`config.mk`:
```
export PLATFORM = sky130hd
export DESIGN_NAME = pid_sequencer
export DESIGN_NICKNAME = d
export VERILOG_FILES = /design/src/rtl/pid_pkg.sv /design/src/rtl/pid_term_mul.sv /design/src/rtl/pid_sequencer.sv
export SDC_FILE = /design/constraint.sdc
export NUM_CORES = 1
export LEC_CHECK = 0
export ABC_AREA = 1
export ABC_CLOCK_PERIOD_IN_PS = 16200
export BUFFER_PORTS_ARGS = -buffer_cell sky130_fd_sc_hd__buf_4
export CORE_MARGIN = 2
export CORE_UTILIZATION = 45
export CTS_CLUSTER_SIZE = 16
export DETAILED_ROUTE_END_ITERATION = 10
export HOLD_SLACK_MARGIN = 0.02
export PLACE_DENSITY = 0.64
export SETUP_SLACK_MARGIN = 0.5
export SYNTH_ARGS = -nofsm -noshare
export SYNTH_HDL_FRONTEND = slang
export SYNTH_SLANG_ARGS = --single-unit
export TNS_END_PERCENT = 1
```
`constraint.sdc`:
```
create_clock -name clk -period 16.2 [get_ports clk]
set_input_delay 2.43 -clock clk [delete_from_list [all_inputs] [get_ports clk]]
set_output_delay 2.43 -clock clk [all_outputs]
set_load 0.03 [all_outputs]
```
`src/rtl/pid_pkg.sv`:
```
// rtl/pid_pkg.sv - shared types and constants for the PID sequencer
//
// Purpose: sequencer state encoding, config register addresses and the
// datapath widths shared by pid_sequencer and pid_term_mul.
// Ports: none (package).

package pid_pkg;

  typedef enum logic [2:0] {
    IDLE   = 3'd0,
    ERR    = 3'd1,
    TERM_P = 3'd2,
    TERM_I = 3'd3,
    TERM_D = 3'd4,
    OUT    = 3'd5
  } pid_state_t;

  localparam logic [1:0] CFG_KP   = 2'd0;
  localparam logic [1:0] CFG_KI   = 2'd1;
  localparam logic [1:0] CFG_KD   = 2'd2;
  localparam logic [1:0] CFG_CTRL = 2'd3;

  // error is the difference of two unsigned bytes, derivative is the
  // difference of two errors, product is byte gain times derivative
  localparam int E_W    = 9;
  localparam int DE_W   = 10;
  localparam int PROD_W = 18;

endpackage

```
`src/rtl/pid_term_mul.sv`:
```
// rtl/pid_term_mul.sv - shared gain x operand multiplier for the PID terms
//
// Purpose: combinational unsigned 8-bit gain times signed 10-bit operand,
// giving a signed 18-bit product. The sequencer reuses this one multiplier
// for the P, I and D terms on successive cycles.
// Ports:
//   gain     in   8       unsigned gain
//   operand  in   DE_W    signed error or error delta
//   prod     out  PROD_W  signed product

module pid_term_mul
  import pid_pkg::*;
(
  input  logic        [7:0]        gain,
  input  logic signed [DE_W-1:0]   operand,
  output logic signed [PROD_W-1:0] prod
);

  logic signed [PROD_W-1:0] gain_ext;
  logic signed [PROD_W-1:0] operand_ext;

  // gain is unsigned: zero-extend so it never reads as negative
  assign gain_ext    = {{(PROD_W-8){1'b0}}, gain};
  assign operand_ext = {{(PROD_W-DE_W){operand[DE_W-1]}}, operand};

  // 255 * +/-510 fits comfortably inside 18 signed bits
  assign prod = gain_ext * operand_ext;

endmodule

```
`src/rtl/pid_sequencer.sv`:
```
// rtl/pid_sequencer.sv - one PID update per sample tick on a shared multiplier
//
// Purpose: latches setpoint/measurement on an accepted tick, forms the
// error and its delta, evaluates P, I and D one term per cycle on a single
// multiplier, sums, scales by SHIFT and clamps to an 8-bit actuator value.
// Gains live in a byte-wide register file; a shadow copy taken at tick
// acceptance keeps an in-flight update consistent with mid-run writes.
// Ports:
//   clk        in   1  clock
//   rst_n      in   1  asynchronous active-low reset
//   tick       in   1  start-of-sample strobe
//   setpoint   in   8  unsigned target
//   meas       in   8  unsigned measurement
//   cfg_we     in   1  config write strobe
//   cfg_addr   in   2  0=kp 1=ki 2=kd 3=ctrl
//   cfg_data   in   8  config write data
//   out        out  8  actuator value, held between updates
//   out_valid  out  1  pulse when out updates
//   busy       out  1  update in progress
//   overrun    out  1  sticky: tick dropped while busy

module pid_sequencer
  import pid_pkg::*;
#(
  parameter int ACC_W = 16,
  parameter int SHIFT = 4
) (
  input  logic       clk,
  input  logic       rst_n,
  input  logic       tick,
  input  logic [7:0] setpoint,
  input  logic [7:0] meas,
  input  logic       cfg_we,
  input  logic [1:0] cfg_addr,
  input  logic [7:0] cfg_data,
  output logic [7:0] out,
  output logic       out_valid,
  output logic       busy,
  output logic       overrun
);

  localparam int SUM_W = ACC_W + 3;

  pid_state_t state, state_nxt;

  logic [7:0] kp, ki, kd;
  logic [7:0] kp_s, ki_s, kd_s;
  logic [7:0] sp_q, meas_q;

  logic signed [E_W-1:0]    e_q, e_prev;
  logic signed [DE_W-1:0]   de_q;
  logic                     first;
  logic signed [PROD_W-1:0] p_q;
  logic signed [ACC_W-1:0]  integ;
  logic [7:0]               out_q;
  logic                     overrun_q;

  logic accept, tick_drop;
  logic clr_integ, clr_ovr;

  logic        [7:0]        mul_gain;
  logic signed [DE_W-1:0]   mul_op;
  logic signed [PROD_W-1:0] prod;

  logic signed [E_W-1:0]    e_calc;
  logic signed [DE_W-1:0]   de_calc;
  logic signed [SUM_W-1:0]  i_sum;
  logic [SUM_W-ACC_W:0]     i_upper;
  logic signed [ACC_W-1:0]  integ_sat;
  logic signed [SUM_W-1:0]  t_sum;
  logic signed [SUM_W-1:0]  y;
  logic [7:0]               y_clamp;

  assign accept    = (state == IDLE) && tick;
  assign tick_drop = (state != IDLE) && tick;
  assign clr_integ = cfg_we && (cfg_addr == CFG_CTRL) && cfg_data[0];
  assign clr_ovr   = cfg_we && (cfg_addr == CFG_CTRL) && cfg_data[1];

  // ---------------------------------------------------------------- FSM
  always_ff @(posedge clk or negedge rst_n) begin
    if (!rst_n) state <= IDLE;
    else        state <= state_nxt;
  end

  always_comb begin
    state_nxt = state;
    unique case (state)
      IDLE:    if (tick) state_nxt = ERR;
      ERR:     state_nxt = TERM_P;
      TERM_P:  state_nxt = TERM_I;
      TERM_I:  state_nxt = TERM_D;
      TERM_D:  state_nxt = OUT;
      OUT:     state_nxt = IDLE;
      default: state_nxt = IDLE;
    endcase
  end

  // ----------------------------------------------------- shared multiplier
  always_comb begin
    mul_gain = kp_s;
    mul_op   = {e_q[E_W-1], e_q};
    unique case (state)
      TERM_I: mul_gain = ki_s;
      TERM_D: begin
        mul_gain = kd_s;
        mul_op   = de_q;
      end
      default: ;
    endcase
  end

  pid_term_mul u_mul (
    .gain    (mul_gain),
    .operand (mul_op),
    .prod    (prod)
  );

  // ------------------------------------------------------------ datapath
  assign e_calc  = $signed({1'b0, sp_q}) - $signed({1'b0, meas_q});
  assign de_calc = {e_calc[E_W-1], e_calc} - {e_prev[E_W-1], e_prev};

  // integrator: widen, add, then clamp back to ACC_W if the bits above the
  // ACC_W sign position disagree with the sign
  assign i_sum   = {{(SUM_W-ACC_W){integ[ACC_W-1]}}, integ}
                 + {{(SUM_W-PROD_W){prod[PROD_W-1]}}, prod};
  assign i_upper = i_sum[SUM_W-1:ACC_W-1];

  always_comb begin
    integ_sat = i_sum[ACC_W-1:0];
    if (!((i_upper == '0) || (i_upper == '1))) begin
      if (i_sum[SUM_W-1]) integ_sat = {1'b1, {(ACC_W-1){1'b0}}};
      else                integ_sat = {1'b0, {(ACC_W-1){1'b1}}};
    end
  end

  // final sum is formed in TERM_D with d taken straight off the multiplier,
  // so out is registered on entry to OUT and lines up with out_valid
  assign t_sum = {{(SUM_W-PROD_W){p_q[PROD_W-1]}}, p_q}
               + {{(SUM_W-ACC_W){integ[ACC_W-1]}}, integ}
               + {{(SUM_W-PROD_W){prod[PROD_W-1]}}, prod};
  assign y = t_sum >>> SHIFT;

  always_comb begin
    y_clamp = y[7:0];
    if (y[SUM_W-1])          y_clamp = 8'd0;
    else if (|y[SUM_W-2:8])  y_clamp = 8'd255;
  end

  // ------------------------------------------------------ registers
  always_ff @(posedge clk or negedge rst_n) begin
    if (!rst_n) begin
      kp        <= '0;
      ki        <= '0;
      kd        <= '0;
      kp_s      <= '0;
      ki_s      <= '0;
      kd_s      <= '0;
      sp_q      <= '0;
      meas_q    <= '0;
      e_q       <= '0;
      e_prev    <= '0;
      de_q      <= '0;
      first     <= 1'b1;
      p_q       <= '0;
      integ     <= '0;
      out_q     <= '0;
      overrun_q <= 1'b0;
    end else begin
      if (cfg_we) begin
        unique case (cfg_addr)
          CFG_KP:  kp <= cfg_data;
          CFG_KI:  ki <= cfg_data;
          CFG_KD:  kd <= cfg_data;
          default: ;
        endcase
      end

      // the shadow gains see the live registers as they were before any
      // write landing in the same cycle as the tick
      if (accept) begin
        sp_q   <= setpoint;
        meas_q <= meas;
        kp_s   <= kp;
        ki_s   <= ki;
        kd_s   <= kd;
      end

      unique case (state)
        ERR: begin
          e_q  <= e_calc;
          de_q <= first ? '0 : de_calc;
        end
        TERM_P: p_q   <= prod;
        TERM_I: integ <= integ_sat;
        TERM_D: out_q <= y_clamp;
        OUT: begin
          e_prev <= e_q;
          first  <= 1'b0;
        end
        default: ;
      endcase

      // placed after the state updates so a clear beats a coincident
      // integrator update or first-sample retirement
      if (clr_integ) begin
        integ <= '0;
        first <= 1'b1;
      end

      if (tick_drop)    overrun_q <= 1'b1;
      else if (clr_ovr) overrun_q <= 1'b0;
    end
  end

  assign out       = out_q;
  assign out_valid = (state == OUT);
  assign busy      = (state != IDLE);
  assign overrun   = overrun_q;

endmodule

```
==> metrics, run 1 <==
status=finished clean; CTS tree=built; Antenna Cells=0; final hold slack=0.461 ns; top-count cell post-synth=nand2_1; share of cells above drive strength 1=9.70%; Setup Skew=0.0156 ns; mean post-synth cell area=8.19 um^2; Gates resized, CTS repair=0; count of hold-fix buffers inserted at cts=0; vias=8,640; Area Overhead vs Synth=10.9%; synth top area cells=dfrtp_1 (31%), fa_1 (14%), nand2_1 (11%); RSZ-0062 raised after global routing=false; post-synthesis register bit count=139; post-synthesis sequential area ratio=30.8%; DR pass1 iterations=5; Relative slew margins=35.3%; count of final max-slew check failures=0; count of standard-cell rows=57; GR Util All Layers=19.3%; Post-synth EDFFs=0; Ys Warns=0; post-synthesis cell count=1,378; DR WL/cell=13.5 um; Final min period=8.53 ns; # clock sinks=139; post-synth top area share=30.6%; setup bufs post-CTS=0; global-route wire length before repair=41.1 mm; Top FF cell, synth=dfrtp_1; CP max-delay cell=o21ai_0; die area=26,400 um^2; Die Wd=162 um; Cell variety after synth=45; worst-margin pin slew=0.971 ns; Vias/cell=4.92; largest net degree at the start of global routing=80; CTS H-Tree Depth=4; initial antenna violation count=0; post-DP HPWL=18.8 mm; dominant cell type by area after synthesis=dfrtp_1; CP peak stage delay=0.67 ns; Setup violations, final=0; number of buffers created by CTS=17; setup_tns=0 ns; initial core utilization=46.2%; startpoint types=flip-flop; final-layout fill cell count=2,341; gpl congestion=0.900; Syn Nets=1,579; clock latency on the worst-skew pair=0.43 ns; Final ANT Viol Nets=0; Die H=162 um; port bufs=40; most frequent cells after synthesis=nand2_1 (337), inv_1 (252), dfrtp_1 (138); io pins=41; CP max FO=35; residual DRC count=0; critical path required time=16.51 ns; clock tree buffer depth=2; Max Fclk=117 MHz; clock-pin slew on the worst setup and hold paths=0.07 ns; Mapped Area=11,300 um^2; grt ovf=0; vias in the first global route=8,912; clk root buf=clkbuf_16; hold violation total from the final report=0; CORE AREA=24,500 um^2; critical path capture point type=flip-flop; Setup CP Type=flip-flop to flip-flop; share of synthesized registers carrying an async set or reset=100%; fin crit share=52.6%; First DRT Iteration DRCs=336; nets@finish=1,621; critical path data arrival time=8.84 ns; worst hold path type=flip-flop to flip-flop; Crit path top cell by count=nand2_1; final WL=23.7 mm; max_cap viols=0
[worst max-delay path: cells and delay by family, from the launching register on]
kind            cells  cell delay [ns]
compound gates      6             1.78
xor+xnor            1             0.36
fa+ha+maj           7             3.13
buf+inv             5             0.47
flops               1             0.49
simple gates       16             2.17
[cells by family after synthesis]
group / Yosys count / synth area share, %
and+or+nand+nor: 510 / 18.6
buffers and inverters: 278 / 9.44
AOI/OAI and AO/OA: 193 / 9.40
adders and majority gates: 171 / 24.3
DFF: 139 / 30.8
xor gates and xnor gates: 55 / 4.27
muxes: 32 / 3.19
[per-stage QoR]
step	util [%]	std cells	area (um^2)	worst slack, ns
floorplan	-	1378	11300	8.92
global placement	48.8	1725	11900	7.84
detailed placement	48.8	1725	11900	7.59
CTS	51.2	1757	12500	7.58
global route	51.2	1757	12500	6.94
finish	51.2	1757	12500	7.67
[state kept, by name, summed over array words and instances (netlist names), 9 cells and up]
register and flops:
p_q 18, integ 16, de_q 10, e_prev 9
e_q 9
[worst paths after layout]
kind,startpoint,to,slack [ns],depth (start not counted)
setup / recovery,state[1],out[3],7.67,35
hold / removal,first,first,0.46,2
setup reg to reg,state[1],out[3],7.67,35
hold reg to reg,first,first,0.46,2
max in group asynchronous,rst_n,kp_s[4],12.82,2
min in group asynchronous,rst_n,out[3],1.98,1
[final cells by class]
cell class / instances / area [um^2] / area share, %
clock buffer: 18 / 439 / 3.51
clock inverter: 14 / 131 / 1.05
inverter: 255 / 957 / 7.65
multi-input combinational: 961 / 6760 / 54.0
sequential: 139 / 3480 / 27.8
tap: 324 / 405 / 3.24
timing repair buffer: 46 / 349 / 2.79
[routing by layer]
| metal | global-route usage [%] | wire length (um) | vias up |
|---|---|---|---|
| li1 | - | - | 4400 |
| met1 | 24.5 | 10900 | 4074 |
| met2 | 33.7 | 11500 | 132 |
| met3 | 2.72 | 734 | 34 |
| met4 | 6.80 | 518 | 0 |
| met5 | 0 | 0 | - |
[layout by cell type, fill, tap and decap left out, types with 3 or more instances in the layout]
cell type,count
o21ai_1,8
fa_1,80
o21bai_1,7
a21o_1,8
inv_8,3
nand4_1,5
inv_1,252
dfrtp_1,138
o22ai_1,6
buf_4,45
clkbuf_16,17
xnor2_1,21
o21ai_0,82
inv_6,4
nand2_1,337
o21a_1,3
nand3_1,39
clkinv_4,3
nand3_2,3
nand2_2,11
ha_1,91
a21oi_1,63
nand3b_1,4
a31oi_1,3
nor3_1,9
mux2_2,32
nor2_1,90
xor2_1,34
Power of run 1 is left out: the tool's default activity adds up to more than one toggle a clock period on the data nets, which glitch-free logic cannot reach.
==> run 2: changes to the inputs <==
--- a/config.mk
+++ b/config.mk
@@ -6,14 +6,14 @@
 export NUM_CORES = 1
 export LEC_CHECK = 0
 export ABC_AREA = 1
-export ABC_CLOCK_PERIOD_IN_PS = 16200
+export ABC_CLOCK_PERIOD_IN_PS = 7200
 export BUFFER_PORTS_ARGS = -buffer_cell sky130_fd_sc_hd__buf_4
 export CORE_MARGIN = 2
 export CORE_UTILIZATION = 45
 export CTS_CLUSTER_SIZE = 16
 export DETAILED_ROUTE_END_ITERATION = 10
 export HOLD_SLACK_MARGIN = 0.02
-export PLACE_DENSITY = 0.64
+export PLACE_DENSITY = 0.66
 export SETUP_SLACK_MARGIN = 0.5
 export SYNTH_ARGS = -nofsm -noshare
 export SYNTH_HDL_FRONTEND = slang
==> constraint.sdc (replaced) <==
create_clock -name clk -period 7.2 [get_ports clk]
set_input_delay 1.08 -clock clk [delete_from_list [all_inputs] [get_ports clk]]
set_output_delay 1.08 -clock clk [all_outputs]
set_load 0.03 [all_outputs]
==> run 2 against run 1 <==
Net effect:
- clock-buffer cell count unchanged
- cell count increased by 4.8%
- hold slack improved by 0.0027 ns
- setup slack got worse by 7.6 ns
- global-route usage increased by 2.4 points
- first-iteration DRC count increased by 42%
- sequential cell count unchanged
- core utilization increased by 5.5 points
- critical path type unchanged
==> metrics, run 2 (synthesis results as in run 1) <==
Largest regs=p_q x18, integ x16, de_q x10; commonest non-fill, non-tap cells in the layout=nand2_1 (323), inv_1 (236), dfrtp_1 (135); number of buffers created by CTS=17; # clock sinks=139; critical path required time=7.52 ns; First DRT Iteration DRCs=478; clock tree buffer depth=2; met2 Use GR=36.7%; Crit path top cell by count=inv_2; largest net degree at the start of global routing=76; hold path depth=2; CTS tree=built; Setup violations, final=0; fin area=13,900 um^2; register area=3480 um^2; vias in the first global route=9,493; register-to-register setup slack=0.06 ns; CTS H-Tree Depth=4; Crit path buffers/inverters=10; DR pass1 iterations=5; critical path capture point type=flip-flop; clock latency on the worst-skew pair=0.43 ns; RSZ-0062 raised after global routing=true; Hold Path End=first; met3 usage=3.31%; hold violation total from the final report=0; post-DP HPWL=20.1 mm; worst hold path type=flip-flop to flip-flop; busiest layer in global routing=met2; io pins=41; global-route wire length before repair=45.7 mm; CP max FO=8; CP max-delay cell=fa_1; count of hold-fix buffers inserted at cts=0; initial antenna violation count=0; port bufs=40; multi-input logic area=7320 um^2; Relative slew margins=28.9%; count of final max-slew check failures=0; CP top delay family=adder cells; die area=26,400 um^2; status=finished clean; Crit. Startpoint=state[2]; fin crit share=99.2%; CP peak stage delay=0.56 ns; grt ovf=0; r2r endpoint=out[0]; gpl congestion=0.918; Die H=162 um; FF-to-FF path depth=37; setup_tns=0 ns; Setup CP Type=flip-flop to flip-flop; max_cap viols=0; critical path data arrival time=7.46 ns; startpoint types=flip-flop; worst-margin pin slew=1.07 ns; CORE AREA=24,500 um^2; vias=9,310; clock-pin slew on the worst setup and hold paths=0.07 ns; count of standard-cell rows=57; GR Util All Layers=21.6%; Max Fclk=140 MHz; final WL=27.0 mm; dpl cell area=12,500 um^2; GR Util met1=29.1%; Final min period=7.14 ns; Die Wd=162 um; Largest register FFs=18; nets@finish=1,706; final hold slack=0.463 ns; clk root buf=clkbuf_16; Area Overhead vs Synth=22.8%; residual DRC count=0; Antenna Cells=0; initial core utilization=46.2%; DR WL/cell=14.7 um; Final ANT Viol Nets=0; Setup Skew=0.0163 ns; largest reg by FF count=p_q; commonest non-fill, non-tap cell in the layout=nand2_1; Vias/cell=5.05; HP Start=first; final-layout fill cell count=2,148; share of cells above drive strength 1=20.9%; R2R Path Start=state[2]
run 2: changes by cell type in the layout (fill, tap and decap cells not counted), sizes merged:
cell,change
clkinv,-4
inv,+3
clkinvlp,+1
buf,+83
nand2,+1
clkbuf,+1
run 2: final cells by class:
type,count,share of cell area (%)
multi-input combinational,962,52.8
sequential,139,25.1
timing repair buffer,130,8.17
inverter,255,6.91
clock buffer,18,3.17
tap,324,2.92
clock inverter,14,0.893
run 2: how the worst max path moves through the flow:
stage,slack (ns),endpoint,cells past startpoint
2_1_floorplan,0.52,out[4],35
3_3_place_gp,-0.13,out[6],38
3_5_place_dp,-0.22,out[4],38
4_1_cts,0.19,out[0],36
5_1_grt,-0.37,out[5],39
6_report,0.06,out[0],37
run 2: timing repair:
action                     in CTS  in global routing
setup endpoints to repair      23                 24
pin swaps                      24                 47
gates resized for setup        41                 48
gates cloned                    2                  1
setup buffers                  24                 19
run 2: worst min-delay path, stage by stage, from the launching register on:
cell and delay [ns]:
dfstp_2 0.37, nand2_1 0.05, nand2_1 0.04
run 2: per-stage QoR:
| step | instances | util (%) | setup slack (ns) |
|---|---|---|---|
| final | 1842 | 56.7 | 0.0584 |
| after global routing | 1842 | 56.7 | -0.369 |
| after CTS | 1822 | 54.9 | 0.186 |
| after detailed placement | 1764 | 51.0 | -0.222 |
| after global placement | 1764 | 51.0 | -0.128 |
| after floorplan | 1378 | - | 0.522 |
run 2: metal layers:
layer,routed length (um),up-vias
met4,431,0
met2,13100,153
li1,-,4568
met1,12600,4558
met5,0,-
met3,880,31
Power of run 2 is left out for the same reason.
==> run 3: changes to the inputs <==
--- a/config.mk
+++ b/config.mk
@@ -6,8 +6,9 @@
 export NUM_CORES = 1
 export LEC_CHECK = 0
 export ABC_AREA = 1
-export ABC_CLOCK_PERIOD_IN_PS = 7200
+export ABC_CLOCK_PERIOD_IN_PS = 6500
 export BUFFER_PORTS_ARGS = -buffer_cell sky130_fd_sc_hd__buf_4
+export CAP_MARGIN = 20
 export CORE_MARGIN = 2
 export CORE_UTILIZATION = 45
 export CTS_CLUSTER_SIZE = 16
==> constraint.sdc (replaced) <==
create_clock -name clk -period 6.5 [get_ports clk]
set_input_delay 0.975 -clock clk [delete_from_list [all_inputs] [get_ports clk]]
set_output_delay 0.975 -clock clk [all_outputs]
set_load 0.03 [all_outputs]
==> run 3 against run 2 <==
Net effect:
- the flow now finishes with violations (setup timing)
- die area did not move
- first-iteration DRC count grew 39%
- via count up 3.4%
- clock skew grew 0.0013 ns
- maximum frequency up 2.5%
- hold slack improved by 0.015 ns
- highest routed layer unchanged
==> metrics, run 3 (synthesis results as in run 1) <==
number of buffers created by CTS=17; grt ovf=0; Setup CP Type=flip-flop to flip-flop; vias in the first global route=10,100; post-route setup slack=-0.465 ns; DR pass1 iterations=5; Vias/cell=4.95; GR Util All Layers=23.0%; Setup Skew=0.0176 ns; CP peak stage delay=0.55 ns; Area Overhead vs Synth=28.7%; gpl congestion=0.871; clock latency on the worst-skew pair=0.44 ns; # clock sinks=139; CP max FO=10; fin crit share=107%; largest net degree at the start of global routing=96; Max Fclk=144 MHz; io pins=41; post-DP HPWL=21.7 mm; clk root buf=clkbuf_16; clock tree buffer depth=2; vias=9,623; Relative slew margins=39.7%; nets@finish=1,808; final WL=28.1 mm; register-to-register setup slack=-0.47 ns; First DRT Iteration DRCs=663; DR WL/cell=14.5 um; die area=26,400 um^2; worst hold path type=flip-flop to flip-flop; multi-input logic area=7270 um^2; CTS H-Tree Depth=4; RSZ-0062 raised after global routing=true; largest reg by FF count=p_q; Final ANT Viol Nets=0; commonest non-fill, non-tap cells in the layout=nand2_1 (326), inv_1 (240), buf_4 (222); critical path required time=6.84 ns; initial antenna violation count=0; startpoint types=flip-flop; count of hold-fix buffers inserted at cts=0; share of cells above drive strength 1=25.9%; global-route wire length before repair=48.5 mm; violated checks=setup timing; register area=3480 um^2; Setup violations, final=24; Final min period=6.97 ns; CTS tree=built; final-layout fill cell count=2,121; Antenna Cells=0; port bufs=40; Largest register FFs=18; CP max-delay cell=fa_1; commonest non-fill, non-tap cell in the layout=nand2_1; Largest regs=p_q x18, integ x16, de_q x10; clock-pin slew on the worst setup and hold paths=0.08 ns; Crit path top cell by count=nand2_1; Die Wd=162 um; count of standard-cell rows=57; residual DRC count=0; critical path data arrival time=7.30 ns; status=complete, but fails checks; pre-CTS WS=-0.689 ns; Die H=162 um; max_cap viols=0; hold violation total from the final report=0; count of final max-slew check failures=0; CORE AREA=24,500 um^2; initial core utilization=46.2%; critical path capture point type=flip-flop; worst-margin pin slew=0.905 ns
[run 3: changes by cell type in the layout (fill, tap and decap cells not counted), sizes merged]
| cell | change |
|---|---|
| buf | +104 |
| clkinvlp | -2 |
| clkinv | +4 |
| inv | -1 |
| nand2 | -1 |
| clkbuf | -2 |
[run 3: worst paths after layout]
check	start	to	depth (start not counted)
worst max register to register	state[1]	out[2]	40
min in group asynchronous	rst_n	ki[7]	1
worst min register to register	first	first	2
worst max-delay path	state[1]	out[2]	40
max in group asynchronous	rst_n	first	2
worst min-delay path	first	first	2
[run 3: area by class of cell]
cell class	instances	area share, %
inverter	255	6.62
timing repair buffer	233	12.6
multi-input combinational	961	50.0
tap	324	2.79
clock buffer	17	2.93
sequential	139	24.0
clock inverter	15	1.08
[run 3: through the flow]
step | hold WS, ns | util [%] | setup TNS (ns) | instances | area, um^2
2_1_floorplan | 0.444 | - | -1.87 | 1378 | 11600
3_3_place_gp | 0.452 | 55.2 | -7.77 | 1894 | 13500
3_5_place_dp | 0.470 | 55.3 | -11.79 | 1895 | 13500
4_1_cts | 0.479 | 58.8 | -7.65 | 1937 | 14400
5_1_grt | 0.498 | 59.4 | -18.64 | 1944 | 14500
6_report | 0.478 | 59.4 | -9.52 | 1944 | 14500
[run 3: repair_timing]
| item | CTS | global route |
|---|---|---|
| gates resized for setup | 40 | 23 |
| buffers inserted | 10 | 7 |
| pin swaps | 25 | 31 |
| endpoints found under the setup margin | 24 | 24 |
[run 3: worst max-delay path: cells and delay by family, from the launching register on]
| family | cells | cell delay (ns) |
|---|---|---|
| AOI/OAI and AO/OA | 7 | 1.00 |
| xor gates and xnor gates | 1 | 0.15 |
| adders and majority gates | 6 | 2.52 |
| buffers and inverters | 13 | 1.36 |
| DFF | 1 | 0.44 |
| and+or+nand+nor | 13 | 1.38 |
[run 3: layer usage]
layer | vias up | routed length, um | track usage [%]
li1 | 4771 | - | -
met3 | 38 | 776 | 2.65
met2 | 152 | 13400 | 39.3
met4 | 0 | 543 | 6.40
met1 | 4662 | 13400 | 31.1
met5 | - | 0 | 0
Power of run 3 is left out for the same reason.
